**src/rtl/cap_pkg.sv**
```systemverilog
// Shared constants, types and helpers for the count-capture FIFO.
package cap_pkg;

    localparam int CAP_DATA_W = 8;

    typedef logic [CAP_DATA_W-1:0] cap_data_t;

    function automatic int ptr_w(input int depth);
        return $clog2(depth);
    endfunction

endpackage

```
**src/rtl/count_capture_fifo_if.sv**
```systemverilog
// Capture input and downstream valid/ready output of count_capture_fifo, plus debug readout.
interface count_capture_fifo_if
    import cap_pkg::*;
#(
    parameter int DATA_W  = CAP_DATA_W,
    parameter int DEPTH   = 4,
    parameter int TALLY_W = 16
);
    localparam int LVL_W = ptr_w(DEPTH) + 1;

    logic [DATA_W-1:0]  in_data;
    logic               in_valid;
    logic [DATA_W-1:0]  out_data;
    logic               out_valid;
    logic               out_ready;
    logic [LVL_W-1:0]   level;
    logic               overflow;
    logic [TALLY_W-1:0] tally;

    modport master (
        output in_data, in_valid, out_ready,
        input  out_data, out_valid, level, overflow, tally
    );

    modport slave (
        input  in_data, in_valid, out_ready,
        output out_data, out_valid, level, overflow, tally
    );

endinterface

```
**src/rtl/cap_fifo_mem.sv**
```systemverilog
// DEPTH x DATA_W storage with one write port and a registered read port that
// forwards same-cycle write data, so a push into an empty FIFO is visible one cycle later.
module cap_fifo_mem
    import cap_pkg::*;
#(
    parameter int DATA_W = CAP_DATA_W,
    parameter int DEPTH  = 4
)(
    input  logic                      clk,
    input  logic                      res_n,
    input  logic                      we,
    input  logic [ptr_w(DEPTH)-1:0]   waddr,
    input  logic [DATA_W-1:0]         wdata,
    input  logic                      re,
    input  logic [ptr_w(DEPTH)-1:0]   raddr,
    output logic [DATA_W-1:0]         rdata
);

    logic [DATA_W-1:0] mem_q [DEPTH];
    logic [DATA_W-1:0] rdata_q;

    // NOTE: the storage array has no reset; entries are only read after being written.
    always_ff @(posedge clk) begin
        if (we) mem_q[waddr] <= wdata;
    end

    // NOTE: sequential state always uses non-blocking assignment.
    always_ff @(posedge clk or negedge res_n) begin
        if (!res_n)  rdata_q <= '0;
        else if (re) rdata_q <= (we && (waddr == raddr)) ? wdata : mem_q[raddr];
    end

    assign rdata = rdata_q;

endmodule

```
**src/rtl/count_capture_fifo.sv**
```systemverilog
// Captures the count on each rising edge of in_valid into a small FIFO with sticky overflow and tally.
// Define CAP_SYNC_EN to pass in_valid/in_data through a 2-stage synchronizer first.
module count_capture_fifo
    import cap_pkg::*;
#(
    parameter int DATA_W  = CAP_DATA_W,
    parameter int DEPTH   = 4,
    parameter int TALLY_W = 16
)(
    input logic                 clk,
    input logic                 res_n,
    input logic                 clr,
    count_capture_fifo_if.slave bus
);

    localparam int PTR_W = ptr_w(DEPTH);
    localparam int LVL_W = PTR_W + 1;

    logic               cap_valid;
    logic [DATA_W-1:0]  cap_data;
    logic               edge_q;
    logic [PTR_W-1:0]   wr_ptr_q, wr_ptr_d, rd_ptr_q, rd_ptr_d;
    logic [LVL_W-1:0]   level_q, level_d;
    logic               overflow_q, overflow_d;
    logic [TALLY_W-1:0] tally_q, tally_d;
    logic               push, pop, full, push_ok;

`ifdef CAP_SYNC_EN
    logic              sync1_q, sync2_q;
    logic [DATA_W-1:0] data1_q, data2_q;

    // Data travels with the synchronized flag so the captured value matches its edge.
    always_ff @(posedge clk or negedge res_n) begin
        if (!res_n) begin
            sync1_q <= 1'b0;
            sync2_q <= 1'b0;
            data1_q <= '0;
            data2_q <= '0;
        end else begin
            sync1_q <= bus.in_valid;
            sync2_q <= sync1_q;
            data1_q <= bus.in_data;
            data2_q <= data1_q;
        end
    end

    assign cap_valid = sync2_q;
    assign cap_data  = data2_q;
`else
    assign cap_valid = bus.in_valid;
    assign cap_data  = bus.in_data;
`endif

    assign push    = cap_valid & ~edge_q;
    assign pop     = (level_q != '0) & bus.out_ready;
    assign full    = (level_q == LVL_W'(DEPTH));
    assign push_ok = push & (~full | pop);

    // NOTE: every output of a combinational block gets a default first, so no latch is inferred.
    always_comb begin
        wr_ptr_d   = wr_ptr_q;
        rd_ptr_d   = rd_ptr_q;
        level_d    = level_q;
        overflow_d = overflow_q;
        tally_d    = tally_q;
        if (clr) begin
            wr_ptr_d   = '0;
            rd_ptr_d   = '0;
            level_d    = '0;
            overflow_d = 1'b0;
            tally_d    = '0;
        end else begin
            if (push_ok) begin
                wr_ptr_d = wr_ptr_q + PTR_W'(1);
                if (tally_q != '1) tally_d = tally_q + TALLY_W'(1);
            end
            if (pop)             rd_ptr_d   = rd_ptr_q + PTR_W'(1);
            if (push & ~push_ok) overflow_d = 1'b1;
            level_d = level_q + LVL_W'(push_ok) - LVL_W'(pop);
        end
    end

    // The edge register keeps tracking through clr so a held level does not re-capture.
    always_ff @(posedge clk or negedge res_n) begin
        if (!res_n) begin
            edge_q     <= 1'b0;
            wr_ptr_q   <= '0;
            rd_ptr_q   <= '0;
            level_q    <= '0;
            overflow_q <= 1'b0;
            tally_q    <= '0;
        end else begin
            edge_q     <= cap_valid;
            wr_ptr_q   <= wr_ptr_d;
            rd_ptr_q   <= rd_ptr_d;
            level_q    <= level_d;
            overflow_q <= overflow_d;
            tally_q    <= tally_d;
        end
    end

    // The read register preloads the next head; it holds its value while the FIFO is empty.
    cap_fifo_mem #(
        .DATA_W (DATA_W),
        .DEPTH  (DEPTH)
    ) u_mem (
        .clk   (clk),
        .res_n (res_n),
        .we    (push_ok & ~clr),
        .waddr (wr_ptr_q),
        .wdata (cap_data),
        .re    (level_d != '0),
        .raddr (rd_ptr_d),
        .rdata (bus.out_data)
    );

    assign bus.out_valid = (level_q != '0);
    assign bus.level     = level_q;
    assign bus.overflow  = overflow_q;
    assign bus.tally     = tally_q;

endmodule

```
**src/flat_wrapper.sv**
```systemverilog
// flat-port wrapper written by rule: the top's interface ports become plain ports
module count_capture_fifo_flat import cap_pkg::*;
#(
    parameter int DATA_W  = CAP_DATA_W,
    parameter int DEPTH   = 4,
    parameter int TALLY_W = 16
)
  (clk, res_n, clr, bus_in_data, bus_in_valid, bus_out_ready, bus_out_data, bus_out_valid, bus_level, bus_overflow, bus_tally);
  count_capture_fifo_if #(.DATA_W(DATA_W), .DEPTH(DEPTH), .TALLY_W(TALLY_W)) bus_i ();
  input logic clk;
  input logic res_n;
  input logic clr;
  input wire logic [$bits(bus_i.in_data)-1:0] bus_in_data;
  input wire logic [$bits(bus_i.in_valid)-1:0] bus_in_valid;
  input wire logic [$bits(bus_i.out_ready)-1:0] bus_out_ready;
  output wire logic [$bits(bus_i.out_data)-1:0] bus_out_data;
  output wire logic [$bits(bus_i.out_valid)-1:0] bus_out_valid;
  output wire logic [$bits(bus_i.level)-1:0] bus_level;
  output wire logic [$bits(bus_i.overflow)-1:0] bus_overflow;
  output wire logic [$bits(bus_i.tally)-1:0] bus_tally;
  assign bus_i.in_data = bus_in_data;
  assign bus_i.in_valid = bus_in_valid;
  assign bus_i.out_ready = bus_out_ready;
  assign bus_out_data = bus_i.out_data;
  assign bus_out_valid = bus_i.out_valid;
  assign bus_level = bus_i.level;
  assign bus_overflow = bus_i.overflow;
  assign bus_tally = bus_i.tally;
  count_capture_fifo #(.DATA_W(DATA_W), .DEPTH(DEPTH), .TALLY_W(TALLY_W)) u_core (.clk(clk), .res_n(res_n), .clr(clr), .bus(bus_i));
endmodule
```
**config.mk**
```make
export PLATFORM = sky130hd
export DESIGN_NAME = count_capture_fifo_flat
export DESIGN_NICKNAME = d
export VERILOG_FILES = /design/src/rtl/cap_pkg.sv /design/src/rtl/count_capture_fifo_if.sv /design/src/rtl/cap_fifo_mem.sv /design/src/rtl/count_capture_fifo.sv /design/src/flat_wrapper.sv
export SDC_FILE = /design/constraint.sdc
export NUM_CORES = 1
export LEC_CHECK = 0
export CAP_MARGIN = 10
export CORE_UTILIZATION = 60
export CTS_CLUSTER_SIZE = 20
export DETAILED_ROUTE_END_ITERATION = 7
export DONT_BUFFER_PORTS = 1
export GPL_TIMING_DRIVEN = 1
export PLACE_DENSITY_LB_ADDON = 0.1
export SYNTH_ARGS = -nofsm -noshare
export SYNTH_HDL_FRONTEND = slang
export SYNTH_SLANG_ARGS = --single-unit
```
**constraint.sdc**
```tcl
create_clock -name clk -period 4.03 [get_ports clk]
set_input_delay 0.806 -clock clk [delete_from_list [all_inputs] [get_ports clk]]
set_output_delay 0.806 -clock clk [all_outputs]
set_load 0.01 [all_outputs]
```
==> impl_metrics.ini <==
[route]
wire_per_inst_um = 19.08
ant_nets = 0
wirelength_um = 6334
dr_total_vias = 2004
viasPerCell = 6.036
drt_iter0_drc = 145
drcViolationCount = 0
drtPass1Iterations = 4

[worst_setup_path]
cp-end-kind = flop
critPathMaxFanout = 9
cp.arrival_ps = 3210
r2r-start = u_core.bus.level[0]
cpPeakStageDelay_ps = 510
cp_top_family = compound AO/OA/AOI/OAI gates
worstPathCellList = o31ai_2, inv_1, ha_1, inv_1, ha_1, inv_1, fa_1, xnor2_1, a31oi_4, nand2b_4, o211ai_2
start_kind = flop
critPathLaunch = u_core.bus.level[0]
path_buf_inv = 3
critical_path_class = reg2reg
crit_top_cell = inv_1
cp_data_required_time_ps = 4250
crit_path_top_delay_cell = dfrtp_1

[sta]
hold_violations = 0
skew_ps = 7.571
period_share_pct = 74.10
finalMaxSlewViolations = 0
tightest_slew_ps = 809.2
relSlewSlack_pct = 45.79
fin_crit_ps = 2986
worst_slack_ps = 1044
rsz0062_at_grt = false
setup_viol = 0
finalSetupTns_ps = 0
fmax_mhz = 334.9

[global_route]
overflow = 0
grtUsageTotal_pct = 24.74
antenna_found_initial = 0
grt_start_max_net_pins = 60
grt_pass1_wl_um = 9839
grt_pass1_vias = 1962

[floorplanning]
dieArea_mm2 = 0.005577
core.rowCount = 26
ios = 42
core_mm2 = 0.005107
die_h_um = 74.68
die_x_um = 74.68
start_util_pct = 62.05

[clocking]
clk_path_buf_depth = 2
root_buffer = clkbuf_8
htree_num_levels = 3
cts_sinks = 65
postCtsSetupRepairBufs = 0
tritoncts = built
cts_resized = 0
cts_buffers = 9
worstSkewPairLatency_ps = 340
clk_pin_slew_ps = 70
ctsHoldBuffers = 0

[hold_path]
hp-class = in2async

[power]
p_leak_nw = 1.251
power_mw = 1.911
powerDensity_mw_per_mm2 = 569.8
peakVddDrop_v = 0.0004449

[synth]
synth_seq_cells = 65
syn-instance-count = 257
synth_seq_area_share_pct = 56.38
ys_warn_count = 0
ys_types = 47
synth_compound_area_share_pct = 16.07
synth_xor_area_share_pct = 5.567
synth_top_family_by_area = compound AO/OA/AOI/OAI gates
synth.area.mux_share_pct = 0.6317
synthesis.area_mm2 = 0.003169
syn-num-nets = 278
yosys.area_share.simple_pct = 14.73
synthAdderAreaFrac_pct = 3.395
postSynthAreaPerCell_um2 = 12.33

[finish]
layout_common_cells = dfrtp_1 (33), edfxtp_1 (32), o21ai_0 (22)
fin_nets = 278
design_area_mm2 = 0.003353
syn_to_final_growth_pct = 5.804
final_common_cell = dfrtp_1
nFillCells = 406
drive_gt1_share_pct = 11.83
multiInputGateArea_mm2 = 0.001280
diodes = 0
seq_area_mm2 = 0.001787

[place]
placed_area_mm2 = 0.003192
numPortBuffers = 0
place_ws_ps = 1036
gp_congestion = 0.7810
place_hpwl_um = 4204

[job]
cap_viol_max_count = 0

[run_status]
status = finished, final reports clean
## through the flow
step                cells  util [%]  hold WS, ps
floorplan             257         -        510.4
global placement      316     62.49        511.4
detailed placement    316     62.49        511.2
CTS                   332     65.65        144.7
global route          332     65.65        146.9
finish                332     65.65        157.8
## final timing paths
check / slack [ps] / end / cells after the start
setup reg to reg: 1040 / u_core.u_mem.rdata[6] / 11
setup / recovery: 1040 / u_core.u_mem.rdata[6] / 11
max in group asynchronous: 3780 / u_core.bus.level[1] / 0
hold / removal: 160 / u_core.u_mem.rdata[6] / 0
min in group clk: 500 / u_core.edge_q / 0
hold reg to reg: 570 / u_core.bus.overflow / 2
## synth_stat cells (all sizes together)
cell / count / area [um^2]
a211oi: 8 / 60.06
a21oi: 7 / 35.03
a311oi: 1 / 8.760
a31o: 1 / 8.760
a31oi: 3 / 33.78
a32o: 8 / 80.08
and2: 5 / 31.28
and3: 5 / 31.28
and4: 2 / 17.52
buf: 5 / 42.53
clkbuf: 6 / 22.52
dfrtp: 33 / 825.8
edfxtp: 32 / 960.9
fa: 1 / 20.02
ha: 7 / 87.58
inv: 10 / 37.54
mux2i: 2 / 20.02
nand2: 12 / 45.04
nand2b: 3 / 26.27
nand3: 11 / 55.05
nand3b: 8 / 60.06
nand4: 5 / 31.28
nor2: 16 / 67.56
nor3: 1 / 5.000
nor3b: 2 / 15.01
nor4b: 1 / 23.77
o2111ai: 1 / 8.760
o211ai: 10 / 115.1
o21ai: 24 / 120.1
o311ai: 1 / 26.28
o31ai: 1 / 12.51
or2: 2 / 12.52
or3: 7 / 45.05
xnor2: 5 / 51.30
xnor3: 1 / 22.52
xor2: 10 / 102.6
## cell type report
cell class | count | area share [%]
Sequential cell | 65 | 53.28
Multi-Input combinational cell | 171 | 38.17
Clock buffer | 15 | 4.664
Tap cell | 70 | 2.612
Inverter | 10 | 1.119
Clock inverter | 1 | 0.1493
## metal layers
metal | wire, um | GRT usage, % | share of wire (%) | vias to the layer above
met4 | 119 | 12.16 | 1.9 | 0
met5 | 0 | 0 | 0 | -
met3 | 265 | 6.158 | 4.2 | 11
met2 | 3173 | 39.14 | 50 | 39
li1 | - | - | - | 960
met1 | 2776 | 32.15 | 44 | 994
## cells by family after synthesis
kind of cell / count (synthesis)
adder cells (fa/ha/maj): 8
AND/OR/NAND/NOR: 80
XOR/XNOR: 16
multiplexers: 2
buffers and inverters: 21
AO/OA/AOI/OAI: 65
flip-flops: 65
## power breakdown
| part | switching, mW | internal (mW) | total [mW] |
|---|---|---|---|
| logic | 0.332 | 0.226 | 0.558 |
| registers | 0.116 | 0.770 | 0.886 |
| clock network | 0.227 | 0.240 | 0.467 |
| total | 0.674 | 1.24 | 1.91 |
## sequential cells by signal (all words and copies together), names as in the netlist
register             cells
u_core.u_mem.rdata       8
u_core.bus.level         3
u_core.bus.overflow      1
u_core.edge_q            1
u_core.wr_ptr_q          2
u_core.rd_ptr_q          2
u_core.u_mem.mem_q      32
u_core.bus.tally        16
Note: power is estimated with default switching activity, not from simulation.
